`src/rtl/audio_filter_sequencer.sv`:
```
// Frame sequencer between a stereo codec handshake and one shared moving-average filter.
// Each frame: pop from codec, run left then right through the filter, push result back.
module audio_filter_sequencer #(
   parameter int WIDTH   = 24,
   parameter int TIMEOUT = 4096,
   parameter int CNT_W   = 16
) (
   input  logic             clk,
   input  logic             reset,
   input  logic             read_ready,
   input  logic [WIDTH-1:0] readdata_left,
   input  logic [WIDTH-1:0] readdata_right,
   output logic             read,
   input  logic             write_ready,
   output logic [WIDTH-1:0] writedata_left,
   output logic [WIDTH-1:0] writedata_right,
   output logic             write,
   input  logic             bypass,
   output logic             filt_en,
   output logic             filt_sel,
   output logic [WIDTH-1:0] filt_in,
   input  logic [WIDTH-1:0] filt_out,
   output logic [CNT_W-1:0] frames_done,
   output logic [CNT_W-1:0] drop_count,
   output logic             busy
);

   localparam logic [1:0] IDLE    = 2'd0;
   localparam logic [1:0] FILT_L  = 2'd1;
   localparam logic [1:0] FILT_R  = 2'd2;
   localparam logic [1:0] WAIT_WR = 2'd3;

   localparam int              TW       = (TIMEOUT > 2) ? $clog2(TIMEOUT) : 1;
   localparam logic [TW-1:0]   TMO_LAST = TW'(TIMEOUT - 1);

   logic [1:0]       state_q, state_d;
   logic [WIDTH-1:0] in_l_q, in_l_d;
   logic [WIDTH-1:0] in_r_q, in_r_d;
   logic             byp_q, byp_d;
   logic [WIDTH-1:0] wr_l_q, wr_l_d;
   logic [WIDTH-1:0] wr_r_q, wr_r_d;
   logic [TW-1:0]    tmo_q, tmo_d;
   logic [CNT_W-1:0] frames_q, frames_d;
   logic [CNT_W-1:0] drops_q, drops_d;

   always_comb begin
      state_d  = state_q;
      in_l_d   = in_l_q;
      in_r_d   = in_r_q;
      byp_d    = byp_q;
      wr_l_d   = wr_l_q;
      wr_r_d   = wr_r_q;
      tmo_d    = tmo_q;
      frames_d = frames_q;
      drops_d  = drops_q;
      read     = 1'b0;
      write    = 1'b0;
      filt_en  = 1'b0;
      filt_sel = 1'b0;
      filt_in  = '0;

      case (state_q)
         IDLE: begin
            if (read_ready) begin
               read    = 1'b1;
               in_l_d  = readdata_left;
               in_r_d  = readdata_right;
               byp_d   = bypass;
               state_d = FILT_L;
            end
         end
         FILT_L: begin
            filt_in = in_l_q;
            filt_en = ~byp_q;
            wr_l_d  = byp_q ? in_l_q : filt_out;
            state_d = FILT_R;
         end
         FILT_R: begin
            filt_sel = 1'b1;
            filt_in  = in_r_q;
            filt_en  = ~byp_q;
            wr_r_d   = byp_q ? in_r_q : filt_out;
            tmo_d    = '0;
            state_d  = WAIT_WR;
         end
         default: begin
            // A write in the final timeout cycle still wins over the drop.
            if (write_ready) begin
               write    = 1'b1;
               frames_d = frames_q + CNT_W'(1);
               state_d  = IDLE;
            end else if (tmo_q == TMO_LAST) begin
               if (drops_q != '1) drops_d = drops_q + CNT_W'(1);
               state_d = IDLE;
            end else begin
               tmo_d = tmo_q + TW'(1);
            end
         end
      endcase

      // Handshake strobes are suppressed while reset is held so a frame is abandoned cleanly.
      if (reset) begin
         read     = 1'b0;
         write    = 1'b0;
         filt_en  = 1'b0;
         filt_sel = 1'b0;
         filt_in  = '0;
      end
   end

   always_ff @(posedge clk) begin
      if (reset) begin
         state_q  <= IDLE;
         in_l_q   <= '0;
         in_r_q   <= '0;
         byp_q    <= 1'b0;
         wr_l_q   <= '0;
         wr_r_q   <= '0;
         tmo_q    <= '0;
         frames_q <= '0;
         drops_q  <= '0;
      end else begin
         state_q  <= state_d;
         in_l_q   <= in_l_d;
         in_r_q   <= in_r_d;
         byp_q    <= byp_d;
         wr_l_q   <= wr_l_d;
         wr_r_q   <= wr_r_d;
         tmo_q    <= tmo_d;
         frames_q <= frames_d;
         drops_q  <= drops_d;
      end
   end

   assign writedata_left  = wr_l_q;
   assign writedata_right = wr_r_q;
   assign frames_done     = frames_q;
   assign drop_count      = drops_q;
   assign busy            = (state_q != IDLE) && !reset;

endmodule

```
`config.mk`:
```
export PLATFORM = sky130hd
export DESIGN_NAME = audio_filter_sequencer
export DESIGN_NICKNAME = d
export VERILOG_FILES = /design/src/rtl/audio_filter_sequencer.sv
export SDC_FILE = /design/constraint.sdc
export NUM_CORES = 1
export LEC_CHECK = 0
export ABC_AREA = 0
export ABC_CLOCK_PERIOD_IN_PS = 2400
export CORE_ASPECT_RATIO = 1.5
export CORE_MARGIN = 1
export CORE_UTILIZATION = 48
export DETAILED_ROUTE_END_ITERATION = 7
export PLACE_DENSITY = 0.83
export SYNTH_ARGS = -nofsm -noshare
export SYNTH_HDL_FRONTEND = slang
export SYNTH_SLANG_ARGS = --single-unit
```
`constraint.sdc`:
```
create_clock -name clk -period 2.4 [get_ports clk]
set_input_delay 0.36 -clock clk [delete_from_list [all_inputs] [get_ports clk]]
set_output_delay 0.36 -clock clk [all_outputs]
set_load 0.02 [all_outputs]
```
---- Word-level counts from Yosys, hierarchy flattened ----
Index checks and enable logic that the tools add are counted.
word-level totals
  flip-flop bits (word level) ............. 143
  input bits .............................. 77
  output and inout bits ................... 109
  logic and storage cells ................. 57
cells by class
  add/sub/neg operators ................... 3
  equality and inequality tests ........... 7
  muxes and demuxes ....................... 21
  bitwise gates (word level) .............. 4
  reduce and logical (&&, ||, !) cells .... 13
operator list
  cell                     count
  $mux W24                 3
  $pmux W24 S2             1
  $add A16 B1 Y16 const B  2
  $mux W12                 2
  $pmux W12 S2             1
  $ne A16 B16 Y1 const B   1
  $add A12 B1 Y12 const B  1
  $eq A12 B12 Y1 const B   1
  $mux W1                  10
  $mux W2                  3
  $pmux W2 S3              1
  $reduce_and A2 Y1        3
  $reduce_bool A5 Y1       1
  $ne A2 B1 Y1 const B     2
  $not A1 Y1               4
  $reduce_and A4 Y1        1
  $reduce_or A2 Y1         2
  $reduce_and A3 Y1        1
  $reduce_or A3 Y1         1
  $eq A2 B1 Y1 const B     1
  $eq A2 B2 Y1 const B     1
  $logic_not A2 Y1         1
  $ne A2 B2 Y1 const B     1
  $reduce_bool A2 Y1       1
  2 further kinds          2

---- Logic depth before layout (Yosys ltp) ----
Gate-level depths: netlist (run 1).
  depth in word-level cells ............... 4
  gate-level depth with buffers ........... 8
  depth with buffers taken out ............ 6

---- Worst setup path after synthesis (run 1) ----
OpenSTA, ideal clock, no wires.
  path type ............................... register to output
  start point ............................. reg state_q[0]
  end point ............................... out filt_in[10]
  data arrival time ....................... 1.812 ns
  required time ........................... 2.040 ns
  slack ................................... 0.228 ns
  cell stages (with the launch flop) ...... 8
  buffers on the path ..................... 3
  cells stage by stage .................... dfxtp_1 > inv_1 > ha_1 > clkbuf_1 > clkbuf_1 > buf_1 > a22oi_1 > nor2_1
on the way
  word-level cells in the longest chain between the ends .. 3
ends and longest elaborated chain
  element                                              RTL line  RTL
  start: declaration                                   36        logic [1:0] state_q, state_d;
  start signal: assignment                             123       state_q <= state_d;
  $eq A2 B2 Y1 / $eq A2 B1 Y1 (equally long branches)  62        case (state_q)
  $pmux W24 S2 (*)                                     62
  $mux W24 (*)                                         102       if (reset) begin
  end: declaration                                     21        output logic [WIDTH-1:0] filt_in,
Mark *: on every way between the ends. The rest lies on a longest branch, timed or not.

---- Worst setup path after layout (run 1) ----
  start point ............................. reg state_q[0]
  end point ............................... out filt_in[12]
Same word-level chain as after synthesis.

==> results of run 1 <==
[area by class of cell]
cell class	count	area [µm²]
fillers	1057	4220
multi-input cells	610	3480
repair buffers	219	2100
clock buffers	19	443
diodes	1	2.50
clock inverters	13	130
well taps	162	203
inverters	9	33.8
flip-flops and latches	143	2870
[metal layers]
metal / vias up / share of wire [%]
met1: 3080 / 38
met5: - / 0
met2: 249 / 52
met3: 48 / 6.0
li1: 3279 / -
met4: 0 / 4.0
[cells in the final DEF (no fill, tap or decap), types with 17 or more instances in the layout]
cell and n:
a211oi_1 55, a21oi_1 111, a22oi_1 24, buf_4 30, clkbuf_16 17, clkdlybuf4s50_1 156
dfxtp_1 140, nand2_1 122, nor2_1 105, nor2b_1 40
[cell families after synthesis]
kind of cell    count (synthesis)  share of synthesized area, %
compound gates                229                          21.9
buf+inv                        80                          4.80
simple gates                  346                          24.5
mux                            17                          2.81
xor+xnor                       11                          1.45
flops                         143                          43.2
fa+ha+maj                       7                          1.32
[cells in the mapped netlist, drive strengths merged (8+ instances only)]
library cell and number:
nand2 123, o21ai 10, nand3 14, a22oi 24, nand4 15, nor4 8, dfxtp 143, nor2b 40
a211oi 55, buf 22, clkbuf 49, nor2 105, a21oi 111, mux2 13, inv 8
[power groups by stage]
stage / clock network (W) / logic (W) / registers, W
after global routing: 0.00270 / 0.00349 / 0.00324
after floorplan: 0 / 0.00153 / 0.00346
after CTS: 0.00257 / 0.00320 / 0.00317
final: 0.00253 / 0.00323 / 0.00319
after global placement: 0 / 0.00310 / 0.00320
after detailed placement: 0 / 0.00314 / 0.00321
[what timing repair did]
item / in CTS / in global routing
endpoints found under the setup margin: 29 / 27
gates resized for setup: 71 / 19
buffers inserted: 3 / 0
[stage by stage]
| step | total power (W) | TNS (ps) | std cells | hold WS, ps | worst slack [ps] |
|---|---|---|---|---|---|
| floorplan | 0.00499 | 0 | 833 | 449 | 228 |
| global placement | 0.00630 | 0 | 1140 | 457 | 139 |
| detailed placement | 0.00636 | 0 | 1140 | 462 | 111 |
| CTS | 0.00894 | 0 | 1175 | 471 | 11.5 |
| global route | 0.00942 | -15.2 | 1176 | 486 | -6.50 |
| finish | 0.00895 | 0 | 1176 | 471 | 91.0 |
[flip-flops by register name (all words and copies together) (netlist names)]
register	flops
in_l_q	24
byp_q	1
writedata_right	24
drop_count	16
writedata_left	24
tmo_q	12
in_r_q	24
frames_done	16
state_q	2
[worst max-delay path, cell delays in order (launching register included)]
cell and delay, ps:
dfxtp_2 370, inv_1 120, ha_4 190, buf_4 170
buf_4 180, a22oi_1 200, nor2_1 60, clkdlybuf4s15_2 250
[how the worst min path moves through the flow]
stage,startpoint,endpoint,slack [ps],cells past startpoint
after global routing,readdata_left[19],in_l_q[19],490,3
after floorplan,in_l_q[0],in_l_q[0],450,2
after CTS,readdata_right[11],in_r_q[11],470,3
after global placement,in_l_q[8],in_l_q[8],460,2
after detailed placement,in_l_q[9],in_l_q[9],460,2
final,in_l_q[9],in_l_q[9],470,2
==> results.cfg, run 1 <==
[placement]
port-buffer-count = 185
placed_cell_area_um2 = 8690
dp_hpwl_mm = 12.9
gpl.final_weighted_congestion = 0.914

[power]
ir_worst_vdd_mv = 0.572
netsw_w = 0.00326
combPwrFrac_pct = 36.1
switching_fraction_of_total_power_pct = 36.4
power.leakage_nw = 3.30
power_density_nw_per_um2 = 967
power_frac_seq_pct = 35.6
power.clock.fraction_pct = 28.3
internal_dissipation_w = 0.00569

[global_routing]
use_met1_pct = 30.2
grt-busiest-layer = met2
use_met2_pct = 46.4
grt_overflow = 0
grt_max_degree = 90
gr-usage-met3_pct = 6.92
grt_pass1_wl_mm = 30.8
globalRouteTotalUtil_pct = 27.0
antenna_found_initial = 2
first_global_vias = 6317

[final_layout]
final_core_util_pct = 68.7
layout.cell_area.non_filler_um2 = 9250
fin_nets = 1084
area_delta_synth_final_pct = 39.6
drive_gt1_share_pct = 11.6

[worst_setup_path]
crit_path_start = state_q[0]
worst_endpoint_data_arrival_time_ps = 1950
path_class = reg2out
timing.rr.start = state_q[1]
critPathCaptureType = output pin
r2r.worst_path.cells = 6
timing.critical_path.fanout_max = 11
endpoint_of_the_worst_slack_reg_to_reg_timing_path = tmo_q[6]
cp-endpoint = filt_in[12]
startpoint_type = flop
timing.reg2reg.setup_slack_ps = 210
cp_data_required_time_ps = 2040

[floorplanning]
core_area_um2 = 13500
std_cell_rows = 52
dieArea_um2 = 14300
die_w_um = 97.9
ios = 186
initial_core_util_pct = 49.2
dieHeight_um = 146

[logic_synthesis]
mappedNetlistArea_um2 = 6630
synth_seq_area_share_pct = 43.2
yosys.area.top_type = dfxtp_1
syn_nets = 917
count_of_flip_flops_with_a_built_in_enable_after_synthesis = 0
yosys_warnings = 0
synth_area_leaders = dfxtp_1 43%, a21oi_1 8.4%, nand2_1 7.0%
synth_ff_type = dfxtp_1
ys_types = 50
postSynthAreaPerCell_um2 = 7.96
post_synth_inst_count = 833
yosys_register_bits = 143
ys_async_sr_fraction_pct = 0
top_cell_type_s_share_of_synthesized_area_pct = 43.2

[sta]
report.final.setup_viol = 0
report.final.slew_viol_count = 0
hold_viol_final = 0
finalClockSkew_ps = 10.6
layout_min_cycle_time_ps = 2310
max_clock_freq_ghz = 0.433
layout_worst_path_cycle_share_pct = 96.2
timing_worst_slew_pin_value_ps = 906
maxSlewHeadroom_pct = 39.6
setup_repair_after_global_routing_missed_its_margin = true

[clocking]
cts-root-to-sink-buffers = 2
clock_tree.htree_level_count = 4
number_of_hold_repair_buffers_added_at_the_cts_stage = 0
tritoncts = built
cts-buffers-inserted = 17
path_clk_slew_ps = 60
cts_root_buf = clkbuf_16
worstSkewPairLatency_ps = 420
clkSinkCount = 143

[routing]
routed_via_density = 5.66
remaining_drc_errors = 6
route.vias.total = 6656
wl_mm = 19.1
detailedRoute.firstIterationViolations = 360
drt_first_pass_iters = 7
average_wire_length_per_cell_after_detail_routing_um = 16.2
drtAntennaViolNets = 0

[outcome]
violated_checks = DRC
status = finished, violations left

[run]
max_cap_violations = 0

[hold_path]
hold_path_class = reg2reg
Power figures use the tool's default switching activity.
==> run 2, diff against run 1 <==
--- a/config.mk
+++ b/config.mk
@@ -7,6 +7,7 @@
 export LEC_CHECK = 0
 export ABC_AREA = 0
 export ABC_CLOCK_PERIOD_IN_PS = 2400
+export CAP_MARGIN = 10
 export CORE_ASPECT_RATIO = 1.5
 export CORE_MARGIN = 1
 export CORE_UTILIZATION = 48
==> results of run 2 <==
No change in the layout: final DEF, timing and power equal those of run 1.
